[src/rtl/cpu_sram_arbiter_pkg.sv]
// rtl/cpu_sram_arbiter_pkg.sv - shared encodings and defaults for the fetch/mem SRAM port arbiter
//
// Purpose: state and owner encodings shared by the arbiter top and its grant
// sub-module, plus the default anti-starvation run length.
package cpu_sram_arbiter_pkg;

    typedef enum logic [1:0] {
        ST_IDLE = 2'd0,
        ST_REQ  = 2'd1,
        ST_WAIT = 2'd2
    } arbState_t;

    typedef enum logic {
        OWN_INST = 1'b0,
        OWN_DATA = 1'b1
    } arbOwner_t;

    // Consecutive data grants tolerated while a fetch is waiting (1..15).
    localparam int DEFAULT_MAX_DATA_RUN = 4;
    localparam int RUN_CNT_W            = 4;

endpackage

[src/rtl/sram_arb_grant.sv]
// rtl/sram_arb_grant.sv - data-priority grant logic with anti-starvation run counter
//
// Purpose: decides which requester wins the memory port in an idle cycle.
// Data wins unless a fetch has already watched MAX_DATA_RUN data grants go by.
// Ports:
//   clk, rst             clock, asynchronous active-high reset
//   arbIdle              arbiter may grant this cycle
//   instReq, dataReq     request levels from fetch and mem stages
//   grantInst, grantData one-hot grant for this cycle (combinational)
module sram_arb_grant
    import cpu_sram_arbiter_pkg::*;
#(
    parameter int MAX_DATA_RUN = DEFAULT_MAX_DATA_RUN
) (
    input  logic clk,
    input  logic rst,
    input  logic arbIdle,
    input  logic instReq,
    input  logic dataReq,
    output logic grantInst,
    output logic grantData
);

    localparam logic [RUN_CNT_W-1:0] MAX_RUN = RUN_CNT_W'(MAX_DATA_RUN);

    logic [RUN_CNT_W-1:0] runCnt;
    logic                 runAtMax;

    assign runAtMax = (runCnt == MAX_RUN);

    always_comb begin
        grantData = arbIdle && dataReq && !(instReq && runAtMax);
        grantInst = arbIdle && instReq && !grantData;
    end

    // Counts only data grants that a waiting fetch had to sit through.
    always_ff @(posedge clk or posedge rst) begin
        if (rst) begin
            runCnt <= '0;
        end else if (grantInst) begin
            runCnt <= '0;
        end else if (grantData) begin
            if (!instReq)
                runCnt <= '0;
            else if (!runAtMax)
                runCnt <= runCnt + 1'b1;
        end
    end

endmodule

[src/rtl/cpu_sram_arbiter.sv]
// rtl/cpu_sram_arbiter.sv - single-outstanding arbiter sharing one SRAM-like port between fetch and mem
//
// Purpose: grants fetch or data access to the downstream bus, holds the
// granted request stable until the bus takes it, and returns the read word
// to the owning side as a one-cycle data_ok pulse.
// Ports:
//   clk, rst                                   clock, asynchronous active-high reset
//   inst_req/inst_addr -> inst_addr_ok         fetch request handshake
//   inst_data_ok/inst_rdata                    fetch completion pulse and word
//   data_req/wr/wstrb/addr/wdata -> addr_ok    mem-stage request handshake
//   data_data_ok/data_rdata                    mem completion pulse and load word
//   bus_req/wr/wstrb/addr/wdata                downstream request (registered fields)
//   bus_addr_ok/bus_data_ok/bus_rdata          downstream handshake and read data
//   busy_stall                                 a side is waiting on the arbiter
module cpu_sram_arbiter
    import cpu_sram_arbiter_pkg::*;
#(
    parameter int MAX_DATA_RUN = DEFAULT_MAX_DATA_RUN,
    parameter int ADDR_W       = 32
) (
    input  logic              clk,
    input  logic              rst,
    input  logic              inst_req,
    input  logic [ADDR_W-1:0] inst_addr,
    output logic              inst_addr_ok,
    output logic              inst_data_ok,
    output logic [31:0]       inst_rdata,
    input  logic              data_req,
    input  logic              data_wr,
    input  logic [3:0]        data_wstrb,
    input  logic [ADDR_W-1:0] data_addr,
    input  logic [31:0]       data_wdata,
    output logic              data_addr_ok,
    output logic              data_data_ok,
    output logic [31:0]       data_rdata,
    output logic              bus_req,
    output logic              bus_wr,
    output logic [3:0]        bus_wstrb,
    output logic [ADDR_W-1:0] bus_addr,
    output logic [31:0]       bus_wdata,
    input  logic              bus_addr_ok,
    input  logic              bus_data_ok,
    input  logic [31:0]       bus_rdata,
    output logic              busy_stall
);

    arbState_t         state;
    arbState_t         nextState;
    arbOwner_t         ownerQ;
    logic              wrQ;
    logic [3:0]        wstrbQ;
    logic [ADDR_W-1:0] addrQ;
    logic [31:0]       wdataQ;
    logic              arbIdle;
    logic              grantInst;
    logic              grantData;
    logic              busDone;

    // Gated by rst so the combinational handshakes are also 0 while in reset.
    assign arbIdle = (state == ST_IDLE) && !rst;

    sram_arb_grant #(
        .MAX_DATA_RUN(MAX_DATA_RUN)
    ) u_grant (
        .clk      (clk),
        .rst      (rst),
        .arbIdle  (arbIdle),
        .instReq  (inst_req),
        .dataReq  (data_req),
        .grantInst(grantInst),
        .grantData(grantData)
    );

    always_ff @(posedge clk or posedge rst) begin
        if (rst)
            state <= ST_IDLE;
        else
            state <= nextState;
    end

    always_comb begin
        nextState = state;
        busDone   = 1'b0;
        case (state)
            ST_IDLE: begin
                if (grantInst || grantData)
                    nextState = ST_REQ;
            end
            ST_REQ: begin
                if (bus_addr_ok) begin
                    if (bus_data_ok) begin
                        nextState = ST_IDLE;
                        busDone   = 1'b1;
                    end else begin
                        nextState = ST_WAIT;
                    end
                end
            end
            ST_WAIT: begin
                if (bus_data_ok) begin
                    nextState = ST_IDLE;
                    busDone   = 1'b1;
                end
            end
            default: nextState = ST_IDLE;
        endcase
    end

    // Requesters may move on after addr_ok; the bus only ever sees these copies.
    always_ff @(posedge clk or posedge rst) begin
        if (rst) begin
            ownerQ <= OWN_INST;
            wrQ    <= 1'b0;
            wstrbQ <= '0;
            addrQ  <= '0;
            wdataQ <= '0;
        end else if (grantData) begin
            ownerQ <= OWN_DATA;
            wrQ    <= data_wr;
            wstrbQ <= data_wstrb;
            addrQ  <= data_addr;
            wdataQ <= data_wdata;
        end else if (grantInst) begin
            ownerQ <= OWN_INST;
            wrQ    <= 1'b0;
            wstrbQ <= '0;
            addrQ  <= inst_addr;
            wdataQ <= '0;
        end
    end

    // rdata is captured on stores too and then held until that side completes again.
    always_ff @(posedge clk or posedge rst) begin
        if (rst) begin
            inst_data_ok <= 1'b0;
            data_data_ok <= 1'b0;
            inst_rdata   <= '0;
            data_rdata   <= '0;
        end else begin
            inst_data_ok <= busDone && (ownerQ == OWN_INST);
            data_data_ok <= busDone && (ownerQ == OWN_DATA);
            if (busDone && ownerQ == OWN_INST)
                inst_rdata <= bus_rdata;
            if (busDone && ownerQ == OWN_DATA)
                data_rdata <= bus_rdata;
        end
    end

    assign inst_addr_ok = grantInst;
    assign data_addr_ok = grantData;

    assign bus_req   = (state == ST_REQ);
    assign bus_wr    = wrQ;
    assign bus_wstrb = wstrbQ;
    assign bus_addr  = addrQ;
    assign bus_wdata = wdataQ;

    assign busy_stall = !rst && ((state != ST_IDLE)
                                 || (data_req && !grantData)
                                 || (inst_req && !grantInst));

endmodule

[config.mk]
export PLATFORM = sky130hd
export DESIGN_NAME = cpu_sram_arbiter
export DESIGN_NICKNAME = d
export VERILOG_FILES = /design/src/rtl/cpu_sram_arbiter_pkg.sv /design/src/rtl/sram_arb_grant.sv /design/src/rtl/cpu_sram_arbiter.sv
export SDC_FILE = /design/constraint.sdc
export NUM_CORES = 1
export LEC_CHECK = 0
export CAP_MARGIN = 25
export CORE_ASPECT_RATIO = 0.7
export CORE_MARGIN = 2
export CORE_UTILIZATION = 44
export DETAILED_ROUTE_END_ITERATION = 10
export PLACE_DENSITY = 0.89
export SYNTH_ARGS = -nofsm -noshare
export SYNTH_HDL_FRONTEND = slang
export SYNTH_SLANG_ARGS = --single-unit
[constraint.sdc]
create_clock -name clk -period 11.44 [get_ports clk]
set_input_delay 1.716 -clock clk [delete_from_list [all_inputs] [get_ports clk]]
set_output_delay 1.716 -clock clk [all_outputs]
set_load 0.02 [all_outputs]
==> impl_metrics.tcl, run 1 <==
set metrics [dict create \
    status "finished clean" \
    path_delay_family "buffers and inverters" \
    placed_area_mm2 0.008542 \
    slowest_delay_ps 620 \
    synthTopCellsByCount "dfrtp_1, mux2_2, a22o_1" \
    cts-htree-levels 4 \
    path_cells "clkdlybuf4s50_1 > nor2b_1 > nand2_4 > nor2_1 > clkdlybuf4s50_1" \
    powerDensity_mw_per_mm2 284.9 \
    endpoint_kind "output port" \
    reg2reg_depth 6 \
    drtIter0Drc 149 \
    viasPerCell 5.034 \
    synth-seq-area-share 0.6272 \
    fin_tns_setup_ps 0 \
    wl_met3_um 1455 \
    synth.lib_cells_used.distinct 32 \
    cp_data_arrival_time_ps 3880 \
    drc_errors 0 \
    cts_tree "done" \
    clk_path_buf_depth 2 \
    numPortBuffers 277 \
    hpwl_um 10930 \
    switching_share 0.3570 \
    clkPwrFrac 0.205 \
    p_int_mw 1.671 \
    hold_slack_ps 488.3 \
    cp.required_ps 9720 \
    clk_pin_slew_ps 60 \
    post_cts_resized 0 \
    die_w_um 139.6 \
    leakage_nw 4.080 \
    drv_cap 0 \
    finalCritPeriodShare 0.4894 \
    cts-root-buf "clkbuf_16" \
    antenna_found_initial 0 \
    hold_buffers 0 \
    drtAntennaViolNets 0 \
    hold_depth 1 \
    place_congestion 0.8110 \
    rr_endpoint "u_grant.runCnt[1]$_DFFE_PP0P_" \
    hold-path-endpoint "data_rdata[0]$_DFFE_PP0P_" \
    clk_latency_ps 400 \
    grt_pass1_vias 4727 \
    syn2layout_area_growth_pct 61.02 \
    core_area_mm2 0.01251 \
    rsz0062_at_grt "no" \
    yosysMostFrequentCell "dfrtp_1" \
    pwr-share-comb 0.462 \
    pwr-share-seq 0.333 \
    yosys.area.top_type "dfrtp_1" \
    nets 825 \
    ys_warn_count 0 \
    synthTopCellsByArea "dfrtp_1, mux2_2, mux2i_1, a22o_1, mux2_1" \
    fin_worst_skew_ps 10.53 \
    synth_top_area_frac 0.6272 \
    grt_usage 0.2186 \
    worstSetupStartpointType "primary input" \
    synth_cells 406 \
    design.die.area_mm2 0.01381 \
    slowest_stage "clkdlybuf4s50_1" \
    grt_overflow_total 0 \
    syn_nets 551 \
    pin_count 278 \
    p_sw_mw 0.9279 \
    cts_made_buffers 17 \
    drt_wl_total_um 15270 \
    rows 34 \
    vias 4304 \
    setup_violations 0 \
    synthesis.area_mm2 0.005665 \
    cts_num_sinks 142 \
    crit_type "in -> out" \
    worst_slew_pin_slew_ps 896.1 \
    drt_pass1_iterations 4 \
    min_period_ps 5598 \
    wl_met1_um 5917 \
    r2r_setup_slack_ps 8780 \
    avgRoutedWirePerCell_um 17.86 \
    synth_ff_type "dfrtp_1" \
    top_layer "met4" \
    slew_viol_final 0 \
    post_cts_buffers 0 \
    timing.rr.start "state[0]$_DFFE_PP0P_" \
    cp_common_cell "clkdlybuf4s50_1" \
    crit_fanout 34 \
    synth-edff-count 0 \
    grt_first_pass_wirelength_um 23860 \
    drive_gt1_frac 0.1270 \
    fin_area_mm2 0.009123 \
    diodes 0 \
    die_h_um 98.94 \
    ys_seq_elements 142 \
    grt_max_degree 95 \
    crit_buf_inv 2 \
    hold_class "reg -> reg" \
    ir_drop_v 0.0001892 \
    finalPower_mw 2.599 \
    initial_core_util 0.4530 \
    holdCritStartpoint "data_rdata[0]$_DFFE_PP0P_" \
    relSlewSlack 0.4026 \
    fmax_mhz 178.6 \
    ys_async_sr_fraction 1.000 \
    met2WireLength_um 7764 \
    syn_area_per_cell_um2 13.95 \
    final-hold-violation-count 0 \
]
[layout make-up]
type                       count  area, um^2
clock buffer                  19       452.9
clock inverter                13       127.6
tap                          162       202.7
multi-input combinational    231        1948
inverter                       6       27.53
fill                         835        3385
timing repair buffer         282        2810
sequential                   142        3553
[placed cells by master, fill, tap and decap left out, types with 2 or more instances in the layout]
master,n
inv_1,5
nand2_1,36
mux2_1,20
clkdlybuf4s50_1,277
clkbuf_8,2
ha_1,6
a32o_1,3
clkinv_4,3
o21ai_1,22
buf_4,5
clkbuf_16,17
nand3_1,2
a22o_1,37
mux2i_1,34
mux2_2,44
a21oi_1,2
nor2b_1,2
o21ai_0,10
inv_6,6
clkinvlp_4,3
dfrtp_1,142
[metal layers]
layer  GRT usage  vias to the layer above
li1            -                     1998
met1      0.2462                     2130
met2      0.3854                      164
met3     0.09718                       12
met4     0.05231                        0
met5           0                        -
[worst register-to-register path, cell delays in order (launching register included)]
cell	delay, ps
dfrtp_1	400
inv_1	110
ha_1	200
nor2b_1	390
and3_2	410
buf_4	720
a32o_1	360
[cell families (layout without fill, tap and decap cells)]
group | after synthesis | after routing | synth area share
compound gates | 78 | 78 | 0.09850
flops | 142 | 142 | 0.6272
buf+inv | 33 | 320 | 0.03136
xor+xnor | 1 | 1 | 0.001546
mux | 99 | 99 | 0.1899
fa+ha+maj | 6 | 6 | 0.01325
simple gates | 47 | 47 | 0.03821
[power groups by stage]
stage          Clock (mW)  Sequential, mW  Combinational (mW)
5_1_grt             0.566           0.893                1.27
3_5_place_dp            0           0.869                1.21
4_1_cts             0.546           0.868                1.22
3_3_place_gp            0           0.855                1.18
2_1_floorplan           0            1.14               0.327
6_report            0.533           0.866                1.20
[state kept, by name, indices dropped and copies added, names as in the netlist]
register        count
ownerQ              1
bus_wdata          32
data_data_ok        1
data_rdata         32
bus_wr              1
u_grant.runCnt      4
inst_rdata         32
bus_addr           32
bus_wstrb           4
state               2
inst_data_ok        1
[worst max path at each step]
| stage | start | to | depth (start not counted) |
|---|---|---|---|
| floorplan | rst | bus_addr[0]$_DFFE_PP0P_ | 1 |
| global placement | rst | inst_addr_ok | 5 |
| detailed placement | rst | inst_addr_ok | 5 |
| CTS | rst | inst_addr_ok | 5 |
| global route | rst | inst_addr_ok | 5 |
| finish | rst | inst_addr_ok | 5 |
[stage by stage]
stage | util | worst slack (ps) | cells
6_report | 0.7294 | 5842 | 855
5_1_grt | 0.7294 | 5716 | 855
4_1_cts | 0.7294 | 5816 | 855
3_5_place_dp | 0.6830 | 5834 | 823
3_3_place_gp | 0.6830 | 5877 | 823
2_1_floorplan | - | 5914 | 406
(Power assumes the default switching activity.)
==> run 2: changes to the inputs <==
--- a/config.mk
+++ b/config.mk
@@ -8,9 +8,9 @@
 export CAP_MARGIN = 25
 export CORE_ASPECT_RATIO = 0.7
 export CORE_MARGIN = 2
-export CORE_UTILIZATION = 44
+export CORE_UTILIZATION = 37
 export DETAILED_ROUTE_END_ITERATION = 10
-export PLACE_DENSITY = 0.89
+export PLACE_DENSITY = 0.8
 export SYNTH_ARGS = -nofsm -noshare
 export SYNTH_HDL_FRONTEND = slang
 export SYNTH_SLANG_ARGS = --single-unit
==> constraint.sdc (replaced) <==
create_clock -name clk -period 4.49 [get_ports clk]
set_input_delay 0.6735 -clock clk [delete_from_list [all_inputs] [get_ports clk]]
set_output_delay 0.6735 -clock clk [all_outputs]
set_load 0.02 [all_outputs]
==> run 2 against run 1 <==
  * Die area up 18%
  * Via count up 1.6%
  * Setup slack worse by 4600 ps
  * Non-clock buffer count up 2
  * Hold slack worse by 3.4 ps
  * Sequential power rose to 2.6 times the previous value
  * Critical path type unchanged
  * Highest routed layer unchanged
==> impl_metrics.tcl, run 2 (same netlist as run 1, synthesis figures left out) <==
set metrics [dict create \
    endpoint_kind "output port" \
    place_congestion 0.8127 \
    worst_slew_pin_slew_ps 904.2 \
    avgRoutedWirePerCell_um 17.60 \
    design.die.area_mm2 0.01633 \
    leakage_nw 4.122 \
    clkPwrFrac 0.225 \
    fin_worst_skew_ps 7.371 \
    slew_viol_final 0 \
    grt_overflow_total 0 \
    vias 4373 \
    drt_pass1_iterations 4 \
    crit_fanout 14 \
    antenna_found_initial 0 \
    drtIter0Drc 154 \
    rsz0062_at_grt "no" \
    viasPerCell 4.913 \
    fmax_mhz 305.0 \
    nets 827 \
    rows 37 \
    die_w_um 151.9 \
    p_int_mw 4.446 \
    drc_errors 0 \
    cts_num_sinks 142 \
    placed_area_mm2 0.008602 \
    post_cts_buffers 0 \
    cts-htree-levels 4 \
    numPortBuffers 277 \
    drv_cap 0 \
    p_sw_mw 2.368 \
    grt_first_pass_wirelength_um 24920 \
    hpwl_um 11400 \
    post_cts_resized 0 \
    fin_area_mm2 0.009246 \
    final_cell_mix "clkdlybuf4s50_1, dfrtp_1, mux2_2, a22o_1, nand2_1" \
    relSlewSlack 0.3972 \
    final-hold-violation-count 0 \
    status "finished clean" \
    clk_latency_ps 410 \
    switching_share 0.3475 \
    cts_tree "done" \
    syn2layout_area_growth_pct 63.21 \
    diodes 0 \
    grt_usage 0.1933 \
    pwr-share-comb 0.449 \
    grt_pass1_vias 4752 \
    worstSetupStartpointType "primary input" \
    pin_count 278 \
    crit_type "in -> out" \
    drive_gt1_frac 0.1281 \
    grt_max_degree 97 \
    cts_made_buffers 17 \
    initial_core_util 0.3824 \
    ir_drop_v 0.0003458 \
    hold_slack_ps 484.9 \
    cp_data_arrival_time_ps 2610 \
    clk_pin_slew_ps 60 \
    min_period_ps 3279 \
    finalCritPeriodShare 0.7303 \
    drt_wl_total_um 15670 \
    hold_class "reg -> reg" \
    core_area_mm2 0.01481 \
    fin_tns_setup_ps 0 \
    finalPower_mw 6.814 \
    powerDensity_mw_per_mm2 736.9 \
    cp.required_ps 3820 \
    final_common_cell "clkdlybuf4s50_1" \
    setup_violations 0 \
    cts-root-buf "clkbuf_16" \
    hold_buffers 0 \
    pwr-share-seq 0.326 \
    clk_path_buf_depth 2 \
    die_h_um 107.5 \
    drtAntennaViolNets 0 \
]
[run 2: power by group through the flow]
| stage | Combinational [mW] | Sequential (mW) | Clock (mW) |
|---|---|---|---|
| 3_5_place_dp | 3.09 | 2.23 | 0 |
| 6_report | 3.06 | 2.22 | 1.53 |
| 3_3_place_gp | 3.02 | 2.19 | 0 |
| 2_1_floorplan | 0.834 | 2.90 | 0 |
| 5_1_grt | 3.23 | 2.29 | 1.62 |
| 4_1_cts | 3.10 | 2.22 | 1.57 |
[run 2: stage by stage]
stage	util	cells	worst slack, ps
after floorplan	-	406	6.927
after global placement	0.5807	858	1260
after detailed placement	0.5807	858	1215
after CTS	0.6242	890	1212
after global routing	0.6242	890	1104
final	0.6242	890	1211
[run 2: cell type report]
class	count	area, um^2
fillers	1154	5568
flip-flops and latches	142	3553
clock buffers	18	429.2
inverters	6	27.53
multi-input cells	231	1952
clock inverters	14	215.2
well taps	195	244.0
repair buffers	284	2825
[run 2: metal layers]
metal  vias to the layer above  GRT usage  part of all wire
li1                       1995          -                 -
met1                      2183     0.2270              0.40
met2                       175     0.3314              0.50
met3                        20    0.07488             0.076
met4                         0    0.05808             0.016
met5                         -          0                 0
[run 2: path summary, 6_finish.rpt]
path / start / end / slack, ps / cells past startpoint
worst min-delay path: inst_rdata[17]$_DFFE_PP0P_ / inst_rdata[17]$_DFFE_PP0P_ / 480 / 1
max in group asynchronous: rst / bus_wdata[6]$_DFFE_PP0P_ / 2730 / 3
worst max register to register: state[1]$_DFFE_PP0P_ / bus_addr[27]$_DFFE_PP0P_ / 1830 / 6
worst max-delay path: inst_req / inst_addr_ok / 1210 / 5
worst min register to register: inst_rdata[17]$_DFFE_PP0P_ / inst_rdata[17]$_DFFE_PP0P_ / 480 / 1
min in group asynchronous: rst / u_grant.runCnt[1]$_DFFE_PP0P_ / 880 / 2
[run 2: worst max-delay path, stage by stage]
cell             delay, ps
clkdlybuf4s50_1        700
nand4b_1               170
and3_4                 250
nor2_1                 140
clkdlybuf4s50_1        660
